**config.mk**
```make
export PLATFORM = sky130hd
export DESIGN_NAME = uart_wb_master
export DESIGN_NICKNAME = d
export VERILOG_FILES = /design/src/rtl/uart_wb_master_pkg.sv /design/src/rtl/uart_byte_io.sv /design/src/rtl/uart_wb_master.sv
export SDC_FILE = /design/constraint.sdc
export NUM_CORES = 1
export LEC_CHECK = 0
export ABC_AREA = 1
export CAP_MARGIN = 20
export CORE_UTILIZATION = 45
export CTS_BUF_LIST = sky130_fd_sc_hd__clkbuf_8
export CTS_CLUSTER_SIZE = 12
export DETAILED_ROUTE_END_ITERATION = 8
export PLACE_DENSITY_LB_ADDON = 0.08
export SYNTH_ARGS = -nofsm -noshare
export SYNTH_HDL_FRONTEND = slang
export SYNTH_SLANG_ARGS = --single-unit
```
**constraint.sdc**
```tcl
create_clock -name wb_clk_i -period 2.7 [get_ports wb_clk_i]
set_input_delay 0.405 -clock wb_clk_i [delete_from_list [all_inputs] [get_ports wb_clk_i]]
set_output_delay 0.405 -clock wb_clk_i [all_outputs]
set_load 0.01 [all_outputs]
```
**src/rtl/uart_wb_master_pkg.sv**
```systemverilog
// Shared types and protocol byte values for the UART-to-Wishbone debug bridge.
package uart_wb_master_pkg;

    typedef enum logic [2:0] {
        IDLE,
        GET_ADDR,
        GET_DATA,
        BUS,
        RESP
    } state_t;

    typedef enum logic [1:0] {
        RX_IDLE,
        RX_START,
        RX_DATA,
        RX_STOP
    } rx_state_t;

    localparam logic [7:0] CMD_WRITE = 8'h01;
    localparam logic [7:0] CMD_READ  = 8'h02;
    localparam logic [7:0] RSP_ACK   = 8'h06;
    localparam logic [7:0] RSP_NAK   = 8'h15;

endpackage

```
**src/rtl/uart_byte_io.sv**
```systemverilog
// 8N1 byte receiver and transmitter sharing one bit-period divider setting.
module uart_byte_io
    import uart_wb_master_pkg::*;
#(
    parameter logic [31:0] CLK_DIV = 32'd1
) (
    input  logic       clk,
    input  logic       resetn,
    input  logic       ser_rx,
    output logic       ser_tx,
    output logic       rx_valid,
    output logic [7:0] rx_data,
    output logic       rx_ferr,
    input  logic       tx_start,
    input  logic [7:0] tx_data,
    output logic       tx_busy
);

    localparam logic [31:0] HALF    = (CLK_DIV + 32'd1) >> 1;
    localparam logic [31:0] HALF_M1 = (HALF == 32'd0) ? 32'd0 : HALF - 32'd1;

    rx_state_t   rx_st, rx_nxt;
    logic        rx_meta, rx_s;
    logic [31:0] rx_cnt;
    logic [2:0]  rx_bits;
    logic [7:0]  rx_sh;
    logic        rx_tick;

    assign rx_data = rx_sh;
    assign rx_tick = (rx_cnt == ((rx_st == RX_START) ? HALF_M1 : CLK_DIV));

    always_comb begin
        rx_nxt = rx_st;
        case (rx_st)
            RX_IDLE:  if (!rx_s) rx_nxt = RX_START;
            RX_START: if (rx_tick) rx_nxt = rx_s ? RX_IDLE : RX_DATA;
            RX_DATA:  if (rx_tick && rx_bits == 3'd7) rx_nxt = RX_STOP;
            RX_STOP:  if (rx_tick) rx_nxt = RX_IDLE;
            default:  rx_nxt = RX_IDLE;
        endcase
    end

    always_ff @(posedge clk or negedge resetn) begin
        if (!resetn) begin
            rx_st    <= RX_IDLE;
            rx_meta  <= 1'b1;
            rx_s     <= 1'b1;
            rx_cnt   <= '0;
            rx_bits  <= '0;
            rx_sh    <= '0;
            rx_valid <= 1'b0;
            rx_ferr  <= 1'b0;
        end else begin
            rx_st    <= rx_nxt;
            rx_meta  <= ser_rx;
            rx_s     <= rx_meta;
            rx_valid <= 1'b0;
            rx_ferr  <= 1'b0;
            rx_cnt   <= (rx_st == RX_IDLE || rx_tick) ? 32'd0 : rx_cnt + 32'd1;
            if (rx_st == RX_START)
                rx_bits <= '0;
            else if (rx_st == RX_DATA && rx_tick) begin
                rx_bits <= rx_bits + 3'd1;
                rx_sh   <= {rx_s, rx_sh[7:1]};
            end
            if (rx_st == RX_STOP && rx_tick) begin
                rx_valid <= rx_s;
                rx_ferr  <= !rx_s;
            end
        end
    end

    // tx_busy drops in the final stop-bit cycle so a queued byte starts with no gap.
    logic        tx_act;
    logic [31:0] tx_cnt;
    logic [3:0]  tx_bit;
    logic [8:0]  tx_sh;
    logic        tx_load;

    assign tx_busy = tx_act && !(tx_bit == 4'd9 && tx_cnt == CLK_DIV);
    assign tx_load = tx_start && !tx_busy;

    always_ff @(posedge clk or negedge resetn) begin
        if (!resetn) begin
            ser_tx <= 1'b1;
            tx_act <= 1'b0;
            tx_cnt <= '0;
            tx_bit <= '0;
            tx_sh  <= '1;
        end else if (tx_load) begin
            ser_tx <= 1'b0;
            tx_act <= 1'b1;
            tx_cnt <= '0;
            tx_bit <= '0;
            tx_sh  <= {1'b1, tx_data};
        end else if (tx_act) begin
            if (tx_cnt == CLK_DIV) begin
                tx_cnt <= '0;
                if (tx_bit == 4'd9)
                    tx_act <= 1'b0;
                else begin
                    ser_tx <= tx_sh[0];
                    tx_sh  <= {1'b1, tx_sh[8:1]};
                    tx_bit <= tx_bit + 4'd1;
                end
            end else
                tx_cnt <= tx_cnt + 32'd1;
        end
    end

endmodule

```
**src/rtl/uart_wb_master.sv**
```systemverilog
// Serial command decoder that issues single 32-bit Wishbone master cycles and reports ACK/NAK.
module uart_wb_master
    import uart_wb_master_pkg::*;
#(
    parameter logic [31:0] CLK_DIV = 32'd1,
    parameter logic [15:0] TIMEOUT = 16'd255
) (
    input  logic        wb_clk_i,
    input  logic        resetn,
    input  logic        ser_rx,
    output logic        ser_tx,
    output logic [31:0] wbm_adr_o,
    output logic [31:0] wbm_dat_o,
    output logic [3:0]  wbm_sel_o,
    output logic        wbm_we_o,
    output logic        wbm_cyc_o,
    output logic        wbm_stb_o,
    input  logic        wbm_ack_i,
    input  logic [31:0] wbm_dat_i,
    output logic        busy
);

    state_t      state, nxt;
    logic        rx_valid, rx_ferr, tx_start, tx_busy;
    logic [7:0]  rx_data, tx_byte;
    logic [1:0]  byte_cnt;
    logic [31:0] adr_sh;
    logic [23:0] dat_sh;
    logic [31:0] rdata;
    logic        is_wr, nak;
    logic [2:0]  resp_idx, resp_len;
    logic [15:0] to_cnt;
    logic        timed_out, bus_go, bus_end;

    uart_byte_io #(.CLK_DIV(CLK_DIV)) u_io (
        .clk      (wb_clk_i),
        .resetn   (resetn),
        .ser_rx   (ser_rx),
        .ser_tx   (ser_tx),
        .rx_valid (rx_valid),
        .rx_data  (rx_data),
        .rx_ferr  (rx_ferr),
        .tx_start (tx_start),
        .tx_data  (tx_byte),
        .tx_busy  (tx_busy)
    );

    assign busy      = (state != IDLE);
    assign wbm_stb_o = wbm_cyc_o;
    assign timed_out = ({1'b0, to_cnt} + 17'd1) >= {1'b0, TIMEOUT};
    assign resp_len  = (nak || is_wr) ? 3'd1 : 3'd5;

    always_comb begin
        case (resp_idx)
            3'd0:    tx_byte = nak ? RSP_NAK : RSP_ACK;
            3'd1:    tx_byte = rdata[31:24];
            3'd2:    tx_byte = rdata[23:16];
            3'd3:    tx_byte = rdata[15:8];
            3'd4:    tx_byte = rdata[7:0];
            default: tx_byte = 8'h00;
        endcase
    end

    always_comb begin
        nxt      = state;
        tx_start = 1'b0;
        bus_go   = 1'b0;
        bus_end  = 1'b0;
        case (state)
            IDLE:
                if (rx_valid && (rx_data == CMD_WRITE || rx_data == CMD_READ))
                    nxt = GET_ADDR;
            GET_ADDR:
                if (rx_ferr)
                    nxt = IDLE;
                else if (rx_valid && byte_cnt == 2'd3) begin
                    nxt    = is_wr ? GET_DATA : BUS;
                    bus_go = !is_wr;
                end
            GET_DATA:
                if (rx_ferr)
                    nxt = IDLE;
                else if (rx_valid && byte_cnt == 2'd3) begin
                    nxt    = BUS;
                    bus_go = 1'b1;
                end
            BUS:
                if (wbm_ack_i || timed_out) begin
                    nxt     = RESP;
                    bus_end = 1'b1;
                end
            RESP:
                if (!tx_busy) begin
                    if (resp_idx < resp_len)
                        tx_start = 1'b1;
                    else
                        nxt = IDLE;
                end
            default: nxt = IDLE;
        endcase
    end

    always_ff @(posedge wb_clk_i or negedge resetn) begin
        if (!resetn)
            state <= IDLE;
        else
            state <= nxt;
    end

    always_ff @(posedge wb_clk_i or negedge resetn) begin
        if (!resetn) begin
            byte_cnt  <= '0;
            adr_sh    <= '0;
            dat_sh    <= '0;
            is_wr     <= 1'b0;
            nak       <= 1'b0;
            rdata     <= '0;
            resp_idx  <= '0;
            to_cnt    <= '0;
            wbm_adr_o <= '0;
            wbm_dat_o <= '0;
            wbm_sel_o <= '0;
            wbm_we_o  <= 1'b0;
            wbm_cyc_o <= 1'b0;
        end else begin
            if (state == IDLE && nxt == GET_ADDR) begin
                is_wr    <= (rx_data == CMD_WRITE);
                byte_cnt <= '0;
            end
            if (rx_valid && state == GET_ADDR) begin
                adr_sh   <= {adr_sh[23:0], rx_data};
                byte_cnt <= byte_cnt + 2'd1;
            end
            if (rx_valid && state == GET_DATA) begin
                dat_sh   <= {dat_sh[15:0], rx_data};
                byte_cnt <= byte_cnt + 2'd1;
            end
            // Final byte is still on rx_data, so splice it in directly.
            if (bus_go) begin
                wbm_cyc_o <= 1'b1;
                wbm_we_o  <= is_wr;
                wbm_sel_o <= 4'hF;
                to_cnt    <= '0;
                if (state == GET_ADDR)
                    wbm_adr_o <= {adr_sh[23:0], rx_data};
                else begin
                    wbm_adr_o <= adr_sh;
                    wbm_dat_o <= {dat_sh, rx_data};
                end
            end else if (state == BUS)
                to_cnt <= to_cnt + 16'd1;
            if (bus_end) begin
                wbm_cyc_o <= 1'b0;
                wbm_we_o  <= 1'b0;
                wbm_sel_o <= '0;
                nak       <= !wbm_ack_i;
                rdata     <= wbm_dat_i;
                resp_idx  <= '0;
            end
            if (tx_start)
                resp_idx <= resp_idx + 3'd1;
        end
    end

endmodule

```
==> impl_metrics.env <==
export IMPL_root_buffer="clkbuf_8"
export IMPL_combPwrFrac=0.086
export IMPL_cts_reportedPaths_clkPinSlew_ns=0.06
export IMPL_cpMaxStageDelayCell="clkdlybuf4s50_1"
export IMPL_rsz0062_at_grt="no"
export IMPL_netlist_instances=1633
export IMPL_dp_cells=2093
export IMPL_cp_common_cell="inv_1"
export IMPL_synth_area_per_cell_um2=8.07
export IMPL_switching_share=0.265
export IMPL_drv_cap=0
export IMPL_htree_levels=2
export IMPL_pre_cts_slack_ns=0.279
export IMPL_setup_viol=0
export IMPL_dp_hpwl_mm=22.2
export IMPL_setup_ws_ns=0.197
export IMPL_synth_enable_flop_cells=0
export IMPL_cts_sinks=275
export IMPL_crit_path_max_fanout=5
export IMPL_slew_headroom=0.549
export IMPL_fp_row_count=62
export IMPL_cp_start_kind="flop"
export IMPL_final_cells=2179
export IMPL_antenna_left=0
export IMPL_nets=1811
export IMPL_post_drt_wl_per_cell_um=14.5
export IMPL_final_min_clock_period_ns=2.50
export IMPL_syn_area_um2=13200
export IMPL_ys_async_sr_fraction=1.00
export IMPL_arrival_ns=2.10
export IMPL_outcome="finished clean"
export IMPL_final_layout_size_suffix_gt1_frac=0.0747
export IMPL_start_util=0.458
export IMPL_synth_ff_latch_count=275
export IMPL_path_cells="nor2_2 > buf_4 > inv_1 > nor2_1 > inv_1 > clkdlybuf4s50_1"
export IMPL_grt_max_degree=80
export IMPL_clock_path_buffers=3
export IMPL_fin_crit_sh=0.927
export IMPL_fin_tns_setup_ns=0
export IMPL_p_leak_uw=0.00723
export IMPL_synthesis_nets=1685
export IMPL_drc_errors=0
export IMPL_die_h_um=173
export IMPL_track_usage=0.220
export IMPL_p_clk_frac=0.425
export IMPL_diodes=0
export IMPL_p_int_uw=6550
export IMPL_cts_tree="done"
export IMPL_cts_buffers=47
export IMPL_io_pins=109
export IMPL_routed_wl_mm=31.7
export IMPL_fmax_mhz=400
export IMPL_slew_viol_final=0
export IMPL_gp_congestion=0.910
export IMPL_timing_setup_critical_path_class="reg2out"
export IMPL_post_dp_cell_area_um2=14700
export IMPL_via_per_inst=5.00
export IMPL_hold_class="in2reg"
export IMPL_cp_end_kind="output pin"
export IMPL_cp_top_family="buffers and inverters"
export IMPL_cp_required_ns=2.30
export IMPL_core_um2=28800
export IMPL_ys_dominant_reg_cell="dfrtp_1"
export IMPL_fillers=2798
export IMPL_grt_pass1_wl_mm=54.1
export IMPL_synth_distinct_cells=44
export IMPL_antenna_found_initial=0
export IMPL_utilization=0.546
export IMPL_syn_to_final_growth_pct=19.3
export IMPL_postCtsSetupBuffers=0
export IMPL_powerDensity_nw_per_um2=567
export IMPL_io_buffers=108
export IMPL_tightest_slew_ns=0.671
export IMPL_p_switching_uw=2370
export IMPL_die_w_um=173
export IMPL_slowest_delay_ns=0.51
export IMPL_grt_pass1_vias=11000
export IMPL_die_area_um2=30000
export IMPL_clk_latency_ns=0.58
export IMPL_drt_iter0_drc=719
export IMPL_drt_pre_antenna_iters=5
export IMPL_p_seq_frac=0.489
export IMPL_via_count=10900
export IMPL_grt_overflow=0
export IMPL_finalInstanceArea_um2=15700
export IMPL_ys_warn_count=0
export IMPL_clock_skew_ns=0.0176
export IMPL_finalHoldViolCount=0
export IMPL_peakVddDrop_uv=593
export IMPL_yosysSeqAreaShare=0.523
export IMPL_crit_buf_inv=4
worst paths after layout:
path / cells past startpoint / end / slack (ns) / startpoint
setup / recovery: 6 / busy / 0.20 / state[1]
hold / removal: 1 / u_io.rx_meta / 0.23 / ser_rx
setup reg to reg: 11 / rdata[13] / 0.37 / to_cnt[1]
hold reg to reg: 0 / u_io.rx_s / 0.35 / u_io.rx_meta
max in group asynchronous: 3 / wbm_adr_o[28] / 1.51 / resetn
min in group asynchronous: 2 / rdata[26] / 0.38 / resetn
worst reg2reg max path, cell delays in order, from the launching register on:
cell	delay (ns)
dfrtp_1	0.43
ha_1	0.25
nand3_1	0.15
nor2_4	0.23
nand3_2	0.11
nand2_1	0.07
nand2_1	0.06
nor2_1	0.09
nand3_1	0.16
o21bai_4	0.34
buf_12	0.22
o21ai_0	0.11
routing by layer:
metal / track usage / vias up / wire length [um]
met2: 0.357 / 191 / 14500
met4: 0.0575 / 0 / 510
met5: 0 / - / 0
met1: 0.303 / 5121 / 15300
met3: 0.0418 / 43 / 1320
li1: - / 5543 / -
cell families after synthesis:
group | after synthesis | share of synthesized area
and+or+nand+nor | 838 | 0.266
DFF | 275 | 0.523
buffers and inverters | 245 | 0.0749
AOI/OAI and AO/OA | 221 | 0.0936
xor gates and xnor gates | 30 | 0.0199
adders and majority gates | 16 | 0.0152
muxes | 8 | 0.00683
state kept, by name, summed over array words and instances, names as in the netlist, 2 cells and up, named ones only:
| signal | count |
|---|---|
| adr_sh | 32 |
| u_io.tx_cnt | 32 |
| wbm_adr_o | 32 |
| resp_idx | 3 |
| u_io.tx_bit | 4 |
| byte_cnt | 2 |
| wbm_dat_o | 32 |
| u_io.tx_sh | 8 |
| u_io.rx_data | 8 |
| u_io.rx_bits | 3 |
| state | 3 |
| rdata | 32 |
| dat_sh | 24 |
| u_io.rx_cnt | 32 |
| to_cnt | 16 |
repair_timing:
item | in CTS | in global routing
setup endpoints to repair | 0 | 5
hold endpoints to repair | 48 | 0
hold buffers | 1 | 0
resized for setup | 0 | 3
stage by stage:
| step | hold slack (ns) | power (uW) |
|---|---|---|
| after floorplan | 0.109 | 4840 |
| after global placement | 0.347 | 5180 |
| after detailed placement | 0.347 | 5190 |
| after CTS | 0.184 | 9050 |
| after global routing | 0.213 | 9360 |
| final | 0.233 | 8920 |
Yosys cell counts, types with 2 or more instances:
cell,number,area share
xor2_1,26,0.017
dfstp_2,11,0.022
a32o_1,2,0.0015
nor3_2,2,0.0015
nor3b_1,5,0.0028
o21ai_0,138,0.052
o31ai_1,3,0.0017
nand3_1,72,0.027
nand2_2,2,0.00095
mux2_2,8,0.0068
ha_1,16,0.015
nor3_1,51,0.019
a221oi_1,6,0.0040
a21oi_1,19,0.0072
nand2_1,470,0.13
o22ai_1,6,0.0028
buf_2,3,0.0011
nor4_1,13,0.0062
nor2_4,2,0.0017
nor2_2,3,0.0014
buf_4,7,0.0040
xnor2_1,4,0.0027
a211oi_1,3,0.0017
dfrtp_1,264,0.50
nand4_1,39,0.019
buf_6,5,0.0043
and3_1,2,0.00095
o2111ai_1,2,0.0013
a31oi_1,34,0.016
inv_1,183,0.052
nor2_1,172,0.049
clkbuf_1,44,0.013
clkinv_1,2,0.00057
o21ai_1,4,0.0015
final cells by class:
type | count | area [um^2] | share of cell area
Clock buffer | 56 | 771 | 0.0490
Clock inverter | 29 | 188 | 0.0119
Multi-Input combinational cell | 1113 | 5330 | 0.339
Tap cell | 384 | 480 | 0.0305
Timing Repair Buffer | 137 | 1370 | 0.0870
Inverter | 185 | 694 | 0.0442
Sequential cell | 275 | 6900 | 0.438
power by group through the flow:
stage                     Combinational (uW)  Sequential [uW]  Clock, uW
after floorplan                          456             4380          0
after global placement                   759             4420          0
after detailed placement                 770             4420          0
after CTS                                777             4350       3920
after global routing                     872             4370       4120
final                                    766             4360       3790
cells in the final DEF, fill, tap and decap left out, types with 4 or more instances in the layout:
cell type / count
xor2_1: 26
nor3b_1: 5
nand4_1: 39
nand2_2: 5
o21ai_1: 4
o22ai_1: 5
xnor2_1: 4
nor2_1: 170
buf_12: 5
nand3_1: 72
dfrtp_1: 264
a31oi_1: 34
inv_1: 201
a21oi_1: 19
o21ai_0: 138
dfstp_2: 11
mux2_2: 8
nor3_1: 51
nor4_1: 12
a221oi_1: 6
ha_1: 16
nand2_1: 467
clkinv_2: 6
clkdlybuf4s50_1: 107
nor2_2: 5
clkbuf_8: 56
buf_4: 23
Power figures use the tool's default switching activity.
